===== src/rtl/encout_mch_pkg.sv =====
// -----------------------------------------------------------------------------
// encout_mch_pkg
// Shared definitions for the multi-channel quadrature encoder-output generator:
//   - per-channel register byte offsets and their word indices
//   - CTL / STAT bit positions
//   - channel FSM state enum
//   - quadrature phase sequencing helper
// Optional feature macro used by the design: ENCOUT_MCH_ELC_EN (event-link start).
// -----------------------------------------------------------------------------
package encout_mch_pkg;

  // Byte offsets inside one channel's 0x20-byte window.
  localparam logic [4:0] REG_CTL    = 5'h00;
  localparam logic [4:0] REG_STAT   = 5'h04;
  localparam logic [4:0] REG_PERIOD = 5'h08;
  localparam logic [4:0] REG_POSMAX = 5'h0C;
  localparam logic [4:0] REG_OUTCNT = 5'h10;
  localparam logic [4:0] REG_POSCNT = 5'h14;

  // Word indices (PADDR[4:2]) used by the decoder and the channel read mux.
  localparam logic [2:0] IDX_CTL    = REG_CTL[4:2];
  localparam logic [2:0] IDX_STAT   = REG_STAT[4:2];
  localparam logic [2:0] IDX_PERIOD = REG_PERIOD[4:2];
  localparam logic [2:0] IDX_POSMAX = REG_POSMAX[4:2];
  localparam logic [2:0] IDX_OUTCNT = REG_OUTCNT[4:2];
  localparam logic [2:0] IDX_POSCNT = REG_POSCNT[4:2];

  // CTL bits
  localparam int CTL_START = 0;
  localparam int CTL_STOP  = 1;
  localparam int CTL_DIR   = 2;
  localparam int CTL_IE    = 3;
  localparam int CTL_ELCEN = 4;

  // STAT bits
  localparam int STAT_RUN  = 0;
  localparam int STAT_DONE = 1;

  typedef enum logic {
    ST_IDLE = 1'b0,
    ST_RUN  = 1'b1
  } ch_state_e;

  // Phase is {A,B}. Forward walks 00->10->11->01->00, reverse walks it backwards.
  function automatic logic [1:0] next_phase(input logic [1:0] ph, input logic rev);
    logic [1:0] r;
    if (!rev) begin
      case (ph)
        2'b00:   r = 2'b10;
        2'b10:   r = 2'b11;
        2'b11:   r = 2'b01;
        default: r = 2'b00;
      endcase
    end else begin
      case (ph)
        2'b00:   r = 2'b01;
        2'b01:   r = 2'b11;
        2'b11:   r = 2'b10;
        default: r = 2'b00;
      endcase
    end
    return r;
  endfunction

endpackage


===== src/rtl/encout_mch_ch.sv =====
// -----------------------------------------------------------------------------
// encout_mch_ch
// One encoder-output channel: register file, IDLE/RUN FSM, period timer,
// remaining-step counter, position counter and quadrature phase.
// Ports:
//   clk_i, rst_ni        clock, asynchronous active-low reset
//   elc_i                event start input (asynchronous; used only when
//                        ENCOUT_MCH_ELC_EN is defined)
//   wr_en_i              qualified, error-free write to this channel
//   off_i                register word index (read and write)
//   wdata_i              write data (low CW bits)
//   rdata_o              zero-extended read value of register off_i
//   run_o                channel is in RUN
//   irq_o                DONE & IE
//   pouta_o/poutb_o/poutz_o registered quadrature and index outputs
// Macro: ENCOUT_MCH_ELC_EN adds a 2-FF synchroniser + rising-edge detect on
// elc_i and makes CTL.ELCEN writable.
// -----------------------------------------------------------------------------
module encout_mch_ch
  import encout_mch_pkg::*;
#(
  parameter int CW = 16
) (
  input  logic          clk_i,
  input  logic          rst_ni,
  input  logic          elc_i,
  input  logic          wr_en_i,
  input  logic [2:0]    off_i,
  input  logic [CW-1:0] wdata_i,
  output logic [31:0]   rdata_o,
  output logic          run_o,
  output logic          irq_o,
  output logic          pouta_o,
  output logic          poutb_o,
  output logic          poutz_o
);

  ch_state_e     state_q, state_d;
  logic          dir_q, dir_d;
  logic          ie_q, ie_d;
  logic          done_q, done_d;
  logic [CW-1:0] period_q, period_d;
  logic [CW-1:0] posmax_q, posmax_d;
  logic [CW-1:0] outcnt_q, outcnt_d;
  logic [CW-1:0] poscnt_q, poscnt_d;
  logic [CW-1:0] per_act_q, per_act_d;   // period in force for the current step
  logic [CW-1:0] per_cnt_q, per_cnt_d;
  logic [CW-1:0] rem_q, rem_d;           // steps left; 0 = continuous
  logic [1:0]    phase_q, phase_d;
  logic          z_q, z_d;

  logic wr_ctl, wr_stat, wr_period, wr_posmax, wr_outcnt, wr_poscnt;
  logic start_req, stop_req, running, step, last_step;
  logic elcen, elc_start;

`ifdef ENCOUT_MCH_ELC_EN
  // [0],[1] synchroniser stages, [2] previous synchronised value for edge detect
  logic [2:0] elc_sync_q;
  logic       elcen_q, elcen_d;

  always_comb begin
    elcen_d = elcen_q;
    if (wr_ctl) elcen_d = wdata_i[CTL_ELCEN];
  end

  always_ff @(posedge clk_i or negedge rst_ni) begin
    if (!rst_ni) begin
      elc_sync_q <= '0;
      elcen_q    <= 1'b0;
    end else begin
      elc_sync_q <= {elc_sync_q[1:0], elc_i};
      elcen_q    <= elcen_d;
    end
  end

  assign elcen     = elcen_q;
  assign elc_start = elcen_q & elc_sync_q[1] & ~elc_sync_q[2];
`else
  logic unused_elc;
  assign unused_elc = elc_i;
  assign elcen      = 1'b0;
  assign elc_start  = 1'b0;
`endif

  always_comb begin
    wr_ctl    = wr_en_i && (off_i == IDX_CTL);
    wr_stat   = wr_en_i && (off_i == IDX_STAT);
    wr_period = wr_en_i && (off_i == IDX_PERIOD);
    wr_posmax = wr_en_i && (off_i == IDX_POSMAX);
    wr_outcnt = wr_en_i && (off_i == IDX_OUTCNT);
    wr_poscnt = wr_en_i && (off_i == IDX_POSCNT);

    start_req = (wr_ctl && wdata_i[CTL_START]) || elc_start;
    stop_req  = wr_ctl && wdata_i[CTL_STOP];
    running   = (state_q == ST_RUN);
    step      = running && (per_cnt_q == per_act_q);
    last_step = step && (rem_q == CW'(1));

    state_d   = state_q;
    dir_d     = dir_q;
    ie_d      = ie_q;
    period_d  = period_q;
    posmax_d  = posmax_q;
    outcnt_d  = outcnt_q;
    poscnt_d  = poscnt_q;
    per_act_d = per_act_q;
    per_cnt_d = per_cnt_q;
    rem_d     = rem_q;
    phase_d   = phase_q;

    if (wr_ctl) begin
      dir_d = wdata_i[CTL_DIR];
      ie_d  = wdata_i[CTL_IE];
    end
    if (wr_period) period_d = wdata_i;
    if (wr_posmax) posmax_d = wdata_i;
    if (wr_outcnt) outcnt_d = wdata_i;
    // The decoder already rejects POSCNT writes during RUN; guard locally too.
    if (wr_poscnt && !running) poscnt_d = wdata_i;

    if (!running) begin
      if (start_req && !stop_req) begin
        state_d   = ST_RUN;
        per_cnt_d = '0;
        per_act_d = period_q;
        rem_d     = outcnt_q;
      end
    end else begin
      if (step) begin
        // New PERIOD/POSMAX/DIR values are picked up here, at the step boundary.
        per_cnt_d = '0;
        per_act_d = period_q;
        phase_d   = next_phase(phase_q, dir_q);
        if (!dir_q) poscnt_d = (poscnt_q == posmax_q) ? '0 : poscnt_q + CW'(1);
        else        poscnt_d = (poscnt_q == '0) ? posmax_q : poscnt_q - CW'(1);
        if (rem_q != '0) rem_d = rem_q - CW'(1);
      end else begin
        per_cnt_d = per_cnt_q + CW'(1);
      end
      if (stop_req || last_step) state_d = ST_IDLE;
    end

    // Setting DONE takes priority over a simultaneous write-1-clear.
    done_d = done_q;
    if (wr_stat && wdata_i[STAT_DONE]) done_d = 1'b0;
    if (last_step) done_d = 1'b1;

    z_d = (poscnt_d == '0) && (phase_d == 2'b00);
  end

  always_ff @(posedge clk_i or negedge rst_ni) begin
    if (!rst_ni) begin
      state_q   <= ST_IDLE;
      dir_q     <= 1'b0;
      ie_q      <= 1'b0;
      done_q    <= 1'b0;
      period_q  <= '0;
      posmax_q  <= '0;
      outcnt_q  <= '0;
      poscnt_q  <= '0;
      per_act_q <= '0;
      per_cnt_q <= '0;
      rem_q     <= '0;
      phase_q   <= 2'b00;
      z_q       <= 1'b0;
    end else begin
      state_q   <= state_d;
      dir_q     <= dir_d;
      ie_q      <= ie_d;
      done_q    <= done_d;
      period_q  <= period_d;
      posmax_q  <= posmax_d;
      outcnt_q  <= outcnt_d;
      poscnt_q  <= poscnt_d;
      per_act_q <= per_act_d;
      per_cnt_q <= per_cnt_d;
      rem_q     <= rem_d;
      phase_q   <= phase_d;
      z_q       <= z_d;
    end
  end

  always_comb begin
    rdata_o = '0;
    case (off_i)
      IDX_CTL:    rdata_o = 32'({elcen, ie_q, dir_q, 2'b00});
      IDX_STAT:   rdata_o = 32'({done_q, running});
      IDX_PERIOD: rdata_o = 32'(period_q);
      IDX_POSMAX: rdata_o = 32'(posmax_q);
      IDX_OUTCNT: rdata_o = 32'(outcnt_q);
      IDX_POSCNT: rdata_o = 32'(poscnt_q);
      default:    rdata_o = '0;
    endcase
  end

  assign run_o   = running;
  assign irq_o   = done_q & ie_q;
  assign pouta_o = phase_q[1];
  assign poutb_o = phase_q[0];
  assign poutz_o = z_q;

endmodule


===== src/rtl/encout_mch_gen.sv =====
// -----------------------------------------------------------------------------
// encout_mch_gen
// Multi-channel quadrature encoder-output generator with an APB3 slave.
// Channel c occupies byte window c*0x20; see encout_mch_pkg for offsets.
// Ports:
//   PCLK, PRESETN                   clock, asynchronous active-low reset
//   PADDR/PSEL/PENABLE/PWRITE/PWDATA APB3 request
//   PRDATA/PREADY/PSLVERR           APB3 response (zero wait states)
//   ELC_IN[NCH]                     per-channel event start (asynchronous)
//   POUTA/POUTB/POUTZ[NCH]          registered quadrature and index outputs
//   IRQ                             registered OR of DONE & IE over channels
// Macro: ENCOUT_MCH_ELC_EN enables the ELC_IN start path in each channel.
// -----------------------------------------------------------------------------
module encout_mch_gen
  import encout_mch_pkg::*;
#(
  parameter int NCH = 4,
  parameter int CW  = 16
) (
  input  logic           PCLK,
  input  logic           PRESETN,
  input  logic [31:0]    PADDR,
  input  logic           PSEL,
  input  logic           PENABLE,
  input  logic           PWRITE,
  input  logic [31:0]    PWDATA,
  output logic [31:0]    PRDATA,
  output logic           PREADY,
  output logic           PSLVERR,
  input  logic [NCH-1:0] ELC_IN,
  output logic [NCH-1:0] POUTA,
  output logic [NCH-1:0] POUTB,
  output logic [NCH-1:0] POUTZ,
  output logic           IRQ
);

  logic [31:0]    ch_rdata [NCH];
  logic [NCH-1:0] run_vec;
  logic [NCH-1:0] irq_vec;
  logic [NCH-1:0] ch_wr;

  logic [2:0]  ch_idx;
  logic [2:0]  off_idx;
  logic        ch_in_range, off_ok, poscnt_busy, addr_err, access, wr_ok;
  logic [31:0] rd_sel;
  logic        run_sel;
  logic        irq_q;

  // Byte lanes and unused PWDATA bits carry no information for this block.
  logic unused_bits;
  assign unused_bits = ^{PADDR[1:0], PWDATA};

  assign ch_idx      = PADDR[7:5];
  assign off_idx     = PADDR[4:2];
  // Compare the full upper address so aliases above the last channel error out.
  assign ch_in_range = (PADDR[31:5] < 27'(NCH));
  assign off_ok      = (off_idx <= IDX_POSCNT);

  always_comb begin
    rd_sel  = '0;
    run_sel = 1'b0;
    for (int i = 0; i < NCH; i++) begin
      if (ch_idx == 3'(i)) begin
        rd_sel  = ch_rdata[i];
        run_sel = run_vec[i];
      end
    end
  end

  assign poscnt_busy = PWRITE && (off_idx == IDX_POSCNT) && run_sel;
  assign addr_err    = !ch_in_range || !off_ok || poscnt_busy;
  assign access      = PSEL && PENABLE;
  assign wr_ok       = access && PWRITE && !addr_err;

  assign PREADY  = 1'b1;
  assign PSLVERR = access && addr_err;
  assign PRDATA  = (PSEL && !PWRITE && !addr_err) ? rd_sel : '0;

  for (genvar gi = 0; gi < NCH; gi++) begin : g_ch
    assign ch_wr[gi] = wr_ok && (ch_idx == 3'(gi));

    encout_mch_ch #(
      .CW (CW)
    ) u_ch (
      .clk_i   (PCLK),
      .rst_ni  (PRESETN),
      .elc_i   (ELC_IN[gi]),
      .wr_en_i (ch_wr[gi]),
      .off_i   (off_idx),
      .wdata_i (PWDATA[CW-1:0]),
      .rdata_o (ch_rdata[gi]),
      .run_o   (run_vec[gi]),
      .irq_o   (irq_vec[gi]),
      .pouta_o (POUTA[gi]),
      .poutb_o (POUTB[gi]),
      .poutz_o (POUTZ[gi])
    );
  end

  always_ff @(posedge PCLK or negedge PRESETN) begin
    if (!PRESETN) irq_q <= 1'b0;
    else          irq_q <= |irq_vec;
  end

  assign IRQ = irq_q;

endmodule


===== config.mk =====
export PLATFORM = sky130hd
export DESIGN_NAME = encout_mch_gen
export DESIGN_NICKNAME = d
export VERILOG_FILES = /design/src/rtl/encout_mch_pkg.sv /design/src/rtl/encout_mch_ch.sv /design/src/rtl/encout_mch_gen.sv
export SDC_FILE = /design/constraint.sdc
export NUM_CORES = 1
export LEC_CHECK = 0
export CORE_MARGIN = 3
export CORE_UTILIZATION = 35
export CTS_CLUSTER_DIAMETER = 50
export DETAILED_ROUTE_END_ITERATION = 12
export SYNTH_ARGS = -nofsm -noshare
export SYNTH_HDL_FRONTEND = slang
export SYNTH_HIERARCHICAL = 1
export SYNTH_SLANG_ARGS = --single-unit

===== constraint.sdc =====
create_clock -name PCLK -period 3.1 [get_ports PCLK]
set_clock_uncertainty 0.1 [all_clocks]
set_input_delay 0.62 -clock PCLK [delete_from_list [all_inputs] [get_ports PCLK]]
set_output_delay 0.62 -clock PCLK [all_outputs]
set_load 0.05 [all_outputs]

==> summary.txt, run 1 <==
Cells and area
  • Share of cells above drive strength 1: 33.2%
  • Fin nets: 3515
  • Fillers: approximately 7800
  • Leading cell type in the layout, fill and taps excluded: dfrtp_1
  • Reg area: between 0.01 and 0.015 mm^2
  • Layout area overhead: 32.3%
  • Multi-input gate area: about 0.018 mm^2
  • Most frequent cells in the layout: dfrtp_1, buf_4, mux2_2

Job
  • Max-Cap Viols: 0

CTS
  • Inserted Clock Buffers: 70
  • CTS Buffer Depth: 3
  • CTS clock-pin slew for the worst setup and hold paths: approximately 0.05 ns
  • Clock Tree Root: clkbuf_16
  • Clock network latency to the later pin of the worst-skew pair: approximately 0.62 ns
  • Clock sinks: 477
  • CTS tree: built
  • CTS HTree Levels: 3

GRT
  • First-pass GRT wire length: 159000 um
  • Vias in the first global route: roughly 25000
  • Pin count of the biggest net entering global routing: 90
  • GR Layer Usage met3: roughly 5.4%
  • Met1 Usage GRT: between 30% and 40%
  • Met2 Use GR: about a third
  • GRT Residual Overflow: 0
  • Top Usage Layer GRT: met2
  • Total Routing Usage GR: a little under a quarter
  • Initial antenna violation count: 4

Outcome
  • Violated checks: setup timing
  • Result of the run: finished with violations

Synthesis
  • Avg Inst Size Synth: ~9.8 um^2
  • Synth Instances: a little over 3000
  • Post-synth EDFFs: 0
  • Async S/R FF share, synth: 100%
  • Synthesized area: between 0.03 and 0.04 mm^2
  • Yosys top cell area share: between 30 and 40%
  • Yosys warnings: 6
  • Sequential-to-total area share from yosys stat: 39.7%
  • Main synth FF type: dfrtp_1
  • Synth unique cells: 77
  • Leading area contributor after synthesis: dfrtp_1
  • #FFs+latches synth: roughly 480
  • Area contributors post-synth: dfrtp_1, mux2_2, mux2i_1

Critical path
  • Worst path cell trace: buf_2, or3_4, buf_6, nor3_2, buf_4, nand3_4, buf_12, nor2b_4, buf_6, buf_12
  • FF-to-FF path depth: 10
  • Peak fanout along the critical path: 6
  • Critical Path End: PRDATA[10]
  • Worst Setup SP: PADDR[11]
  • R2R setup slack: -0.20 ns
  • Crit-path slowest cell: or3_4
  • CP arrival: ~2.6 ns
  • R2r endpoint: g_ch[3].u_ch/poutz_o$_DFF_PN0_
  • Startpoint Class: input port
  • Crit path depth: 10
  • Setup CP Type: input port to primary output
  • CP Capture Type: primary output
  • CP top delay family: buffers and inverters
  • Number of buffers and inverters on the critical path: 6
  • Worst flop-to-flop path startpoint: g_ch[3].u_ch/poscnt_q[1]$_DFF_PN0_
  • Largest stage delay, worst path: 0.49 ns
  • CP required: about 2.4 ns

Place
  • I/O Buffers: 80
  • RD Place Congestion: just over 0.9
  • Pre-CTS WS: -1.46 ns
  • Post-DP HPWL: 74500 um

Power
  • Peak supply drop: about 0.32 mV
  • Comb power frac: 5.3%
  • Pwr dens: slightly below 400 mW/mm^2
  • Pint: ~12 mW
  • Clock group share of total power: 54.8%
  • Sw Ratio: 23.9%
  • Switching pwr: between 3 and 4 mW
  • LEAKAGE: roughly 17 nW
  • Flop pwr share: about two fifths

Drt
  • DR vias/cell: roughly 5.7
  • DRC Markers: 0
  • Drt pass-1 iters: 7
  • Post-Route WL: about 110000 um
  • Vias: 26200
  • Wire per inst: 23.0 um
  • Routed Antenna Nets: 0
  • Starting DRT DRC Count: between 2000 and 2500

STA
  • Final number of hold-violating endpoints: 0
  • Unrepaired setup endpoints after global routing: yes
  • Minimum clock period: approximately 3.3 ns
  • WHS: between 0.4 and 0.5 ns
  • Worst Max-Slew Pin Slew: about 1.0 ns
  • Slew HR: just over 30%
  • Max Fclk: around 300 MHz
  • Period utilisation layout: 107%
  • Max-slew violations: 0
  • Final WS setup: -0.223 ns
  • Final setup fails: 58

Floorplan
  • Die X: approximately 300 um
  • Die ar.: 0.0894 mm^2
  • # rows: between 100 and 150
  • Core area: around 0.084 mm^2
  • Io pins: 120
  • Initial Util: a little over a third
  • Die extent in y: ~300 um

Hold path
  • Hold path depth: 4
  • Hold Path Class: input port to register
metal layers:
layer | vias up | part of all wire [%]
li1 | 11900 | -
met1 | 13200 | 45
met2 | 916 | 44
met5 | - | 0.0085
met3 | 187 | 8.0
met4 | 2 | 3.1
power by group through the flow:
stage | Clock, mW | Combinational [mW] | Sequential (mW)
finish | 8.55 | 0.819 | 6.23
global route | 8.98 | 0.859 | 6.22
CTS | 8.70 | 0.804 | 6.23
detailed placement | 0 | 0.762 | 6.34
global placement | 0 | 0.762 | 6.34
floorplan | 0 | 0.302 | 6.34
logic make-up (layout without fill, tap and decap cells):
family	after synthesis	after routing	synth area share (%)
xor+xnor	233	233	6.79
other cells	5	67	0.0625
compound gates	628	628	13.1
mux	462	462	17.9
simple gates	906	907	16.0
buf+inv	330	678	5.42
fa+ha+maj	24	24	1.00
flops	477	477	39.7
per-stage QoR:
step / util (%) / TNS, ns / instance area [um^2] / cells / total power, mW
4_1_cts: 45.7 / -2.40 / 38500 / 4576 / 15.7
2_1_floorplan: - / -27.84 / 31200 / 3125 / 6.64
3_3_place_gp: 41.5 / -393.87 / 35000 / 4409 / 7.10
5_1_grt: 47.1 / -15.26 / 39700 / 4609 / 16.1
6_report: 47.1 / -4.96 / 39700 / 4610 / 15.6
3_5_place_dp: 41.5 / -400.65 / 35000 / 4409 / 7.10
cells in the mapped netlist (all sizes together), types with 5 or more instances:
cell      n
nand4    39
a221o     6
nor3b    18
a32o      6
o211ai   35
xor2    114
ha       24
and2     23
and4     12
o41ai    14
dfrtp   477
xnor2   119
or4      32
a21boi    6
mux2    272
buf     118
o31a     15
o21ai   216
nand2   174
mux2i   158
o21a      6
nand3   130
nand2b   27
nor3     65
o221ai   23
a21oi   109
mux4     32
o22ai    95
a22o      5
or2      10
clkbuf  167
conb      5
nor2b    39
a22oi    16
inv      42
nor4     57
a31oi    13
and3     56
o31ai     7
nor2    171
nand4b   10
a21o      9
a211oi   15
or3      27
sequential cells by signal, summed over array words and instances, names as in the netlist:
| signal | cells |
|---|---|
| g_ch.u_ch/period_q | 64 |
| g_ch.u_ch/per_cnt_q | 64 |
| g_ch.u_ch/ie_q | 4 |
| g_ch.u_ch/poscnt_q | 64 |
| IRQ | 1 |
| g_ch.u_ch/done_q | 4 |
| g_ch.u_ch/per_act_q | 64 |
| g_ch.u_ch/dir_q | 4 |
| g_ch.u_ch/run_o | 4 |
| g_ch.u_ch/rem_q | 64 |
| g_ch.u_ch/poutz_o | 4 |
| g_ch.u_ch/posmax_q | 64 |
| g_ch.u_ch/phase_q | 8 |
| g_ch.u_ch/outcnt_q | 64 |
worst reg2reg max path: cells and delay by family (launching register included):
| family | cells | cell delay (ns) |
|---|---|---|
| mux | 1 | 0.16 |
| buf+inv | 1 | 0.08 |
| flops | 1 | 0.40 |
| compound gates | 2 | 0.43 |
| simple gates | 5 | 1.94 |
| fa+ha+maj | 1 | 0.16 |
worst min path at each step:
stage,to,from
after floorplan,IRQ$_DFF_PN0_,PRESETN
after CTS,g_ch[0].u_ch/done_q$_DFFE_PN0P_,PADDR[3]
final,g_ch[0].u_ch/done_q$_DFFE_PN0P_,PADDR[3]
after global placement,g_ch[3].u_ch/done_q$_DFFE_PN0P_,g_ch[3].u_ch/done_q$_DFFE_PN0P_
after detailed placement,g_ch[3].u_ch/done_q$_DFFE_PN0P_,g_ch[3].u_ch/done_q$_DFFE_PN0P_
after global routing,g_ch[0].u_ch/done_q$_DFFE_PN0P_,PADDR[3]
cell type report:
| class | count | share of cell area [%] |
|---|---|---|
| tap | 1134 | 3.57 |
| clock inverter | 44 | 1.50 |
| antenna | 2 | 0.0126 |
| inverter | 45 | 0.425 |
| timing repair buffer | 505 | 13.3 |
| multi-input combinational | 2319 | 46.4 |
| clock buffer | 84 | 4.74 |
| sequential | 477 | 30.1 |
repair_timing:
action                                  in CTS  in global routing
endpoints found under the setup margin     410                141
gates cloned                                 7                 10
gates resized for setup                    184                217
buffers inserted                            31                 25
endpoints found under the hold margin       46                  0
hold buffers                                 1                  0
pin swaps                                   38                 56
No activity file was read; power rests on OpenSTA's default activity.
==> inputs of run 2 (changes only) <==
--- a/config.mk
+++ b/config.mk
@@ -6,9 +6,10 @@
 export NUM_CORES = 1
 export LEC_CHECK = 0
 export CORE_MARGIN = 3
-export CORE_UTILIZATION = 35
+export CORE_UTILIZATION = 56
 export CTS_CLUSTER_DIAMETER = 50
 export DETAILED_ROUTE_END_ITERATION = 12
+export PLACE_DENSITY = 0.77
 export SYNTH_ARGS = -nofsm -noshare
 export SYNTH_HDL_FRONTEND = slang
 export SYNTH_HIERARCHICAL = 1
==> summary.txt, run 2 (synthesized netlist as in run 1, its figures left out) <==
Outcome
  • Result of the run: finished with violations (unchanged)
  • Violated checks: setup timing (unchanged)

Cells and area
  • Most frequent cells in the layout: dfrtp_1, buf_4, mux2_2 (unchanged)
  • Layout area overhead: 32.3% (about the same)
  • Leading cell type in the layout, fill and taps excluded: dfrtp_1 (unchanged)
  • Share of cells above drive strength 1: 35.0% (was 33.2%)
  • Multi-input gate area: 0.0189 mm^2 (was 0.0184 mm^2)
  • Fin nets: 3527 (was 3515)
  • Design area: 0.0397 mm^2 (about the same)
  • Fillers: 3359 (was 7818)
  • Reg area: 0.0119 mm^2 (about the same)
  • Fin util: 75.3% (was 47.1%)

Drt
  • Routed Antenna Nets: 0 (unchanged)
  • Vias: 28200 (was 26200)
  • Post-Route WL: 113000 um (was 106000 um)
  • DR vias/cell: 6.76 (was 5.68)
  • DRC Markers: 0 (unchanged)
  • Drt pass-1 iters: 8 (was 7)
  • Wire per inst: 27.1 um (was 23.0 um)
  • Starting DRT DRC Count: 3608 (was 2212)

STA
  • Final WS setup: -0.432 ns (was -0.223 ns)
  • Minimum clock period: 3.53 ns (was 3.32 ns)
  • Max-slew violations: 0 (unchanged)
  • Unrepaired setup endpoints after global routing: yes (unchanged)
  • Max Fclk: 283 MHz (was 301 MHz)
  • Final number of hold-violating endpoints: 0 (unchanged)
  • Slew HR: 28.6% (was 30.5%)
  • Worst Max-Slew Pin Slew: 1.06 ns (was 1.04 ns)
  • Period utilisation layout: 114% (was 107%)
  • WHS: 0.414 ns (was 0.425 ns)
  • Final setup fails: 117 (was 58)

CTS
  • CTS Buffer Depth: 3 (unchanged)
  • CTS tree: built (unchanged)
  • Inserted Clock Buffers: 60 (was 70)
  • Clock network latency to the later pin of the worst-skew pair: 0.65 ns (was 0.62 ns)
  • Clock sinks: 477 (unchanged)
  • Clock Tree Root: clkbuf_16 (unchanged)
  • CTS clock-pin slew for the worst setup and hold paths: 0.07 ns (was 0.05 ns)
  • CTS HTree Levels: 2 (was 3)

GRT
  • GRT Residual Overflow: 0 (unchanged)
  • Total Routing Usage GR: 37.7% (was 22.9%)
  • Vias in the first global route: 27400 (was 25100)
  • First-pass GRT wire length: 166000 um (was 159000 um)
  • Initial antenna violation count: 9 (was 4)
  • Pin count of the biggest net entering global routing: 70 (was 90)

Power
  • LEAKAGE: 17.1 nW (was 16.9 nW)
  • Pwr dens: 367 mW/mm^2 (was 393 mW/mm^2)
  • Total Power: 14.6 mW (was 15.6 mW)
  • Peak supply drop: 0.399 mV (was 0.319 mV)

Place
  • Placed Instance Area: 0.0343 mm^2 (was 0.0350 mm^2)
  • I/O Buffers: 80 (unchanged)
  • RD Place Congestion: 0.983 (was 0.913)
  • Post-DP HPWL: 73300 um (was 74500 um)

Critical path
  • CP Capture Type: primary output (unchanged)
  • Startpoint Class: register (was input port)
  • CP arrival: 2.81 ns (was 2.60 ns)
  • Peak fanout along the critical path: 34 (was 6)
  • Setup CP Type: register to primary output (was input port to primary output)
  • CP required: 2.38 ns (about the same)

Floorplan
  • Io pins: 120 (unchanged)
  • Initial Util: 56.9% (was 35.6%)
  • Core area: 0.0528 mm^2 (was 0.0844 mm^2)
  • # rows: 84 (was 106)
  • Die X: 238 um (was 299 um)
  • Die ar.: 0.0564 mm^2 (was 0.0894 mm^2)
  • Die extent in y: 238 um (was 299 um)

Hold path
  • Hold Path Class: input port to async pin (was input port to register)

Job
  • Max-Cap Viols: 0 (unchanged)
run 2: cell count changes in the layout (fill, tap and decap cells not counted), moves of 8 or more:
cell | previous run | this run
mux2i_1 | 151 | 121
o22ai_1 | 58 | 34
o22ai_2 | 28 | 51
mux2i_4 | 2 | 18
mux2i_2 | 5 | 19
buf_4 | 296 | 308
clkbuf_16 | 77 | 68
inv_6 | 13 | 5
nand3_2 | 32 | 24
run 2: path summary, 6_finish.rpt:
path | from | endpoint | slack [ns] | cells after the start
min reg2reg | g_ch[0].u_ch/per_act_q[15]$_DFFE_PN0P_ | g_ch[0].u_ch/per_act_q[15]$_DFFE_PN0P_ | 0.44 | 1
max in group asynchronous | PRESETN | g_ch[2].u_ch/per_cnt_q[11]$_DFFE_PN0P_ | 1.38 | 3
min | PRESETN | g_ch[1].u_ch/per_cnt_q[6]$_DFFE_PN0P_ | 0.41 | 2
min in group PCLK | g_ch[0].u_ch/per_act_q[15]$_DFFE_PN0P_ | g_ch[0].u_ch/per_act_q[15]$_DFFE_PN0P_ | 0.44 | 1
max reg2reg | g_ch[0].u_ch/run_o$_DFF_PN0_ | g_ch[1].u_ch/poutz_o$_DFF_PN0_ | -0.32 | 15
max | g_ch[1].u_ch/run_o$_DFF_PN0_ | PRDATA[0] | -0.43 | 6
run 2: metal layers:
layer / part of all wire [%] / vias to the layer above / GRT usage (%)
met3: 11 / 453 / 8.01
met4: 6.0 / 8 / 18.2
met2: 45 / 1730 / 58.6
met1: 38 / 14100 / 50.7
li1: - / 11900 / -
met5: 0.050 / - / 0
run 2: report_power, final:
group / switching [mW] / internal, mW
Combinational: 0.557 / 0.365
Sequential: 0.000000118 / 6.23
Clock: 3.10 / 4.33
run 2: through the flow:
stage | std cells | TNS [ns] | setup WS [ns]
after floorplan | 3125 | -27.84 | -0.429
after global placement | 3943 | -300.40 | -1.23
after detailed placement | 3943 | -327.57 | -1.31
after CTS | 4141 | -3.85 | -0.202
after global routing | 4169 | -35.75 | -0.467
final | 4172 | -22.00 | -0.432
run 2: critical path, cell delays in order (launching register included):
cell and delay, ns:
dfrtp_1 0.44, buf_6 0.37, a22oi_1 0.18, o22ai_1 0.46, mux4_2 0.35, nor2b_4 0.19, buf_12 0.16
run 2: area by class of cell:
type | count | share of cell area (%)
clock inverters | 40 | 1.25
well taps | 688 | 2.17
inverters | 45 | 0.425
diodes | 4 | 0.0252
clock buffers | 72 | 4.09
flip-flops and latches | 477 | 30.1
repair buffers | 527 | 14.3
multi-input cells | 2319 | 47.6
run 2: repair_timing:
item	4_1_cts	5_1_grt
endpoints found under the hold margin	55	0
pin swaps	68	48
buffers inserted	76	32
cloned	18	10
hold buffers	1	0
setup endpoints to repair	252	230
gates resized for setup	269	209
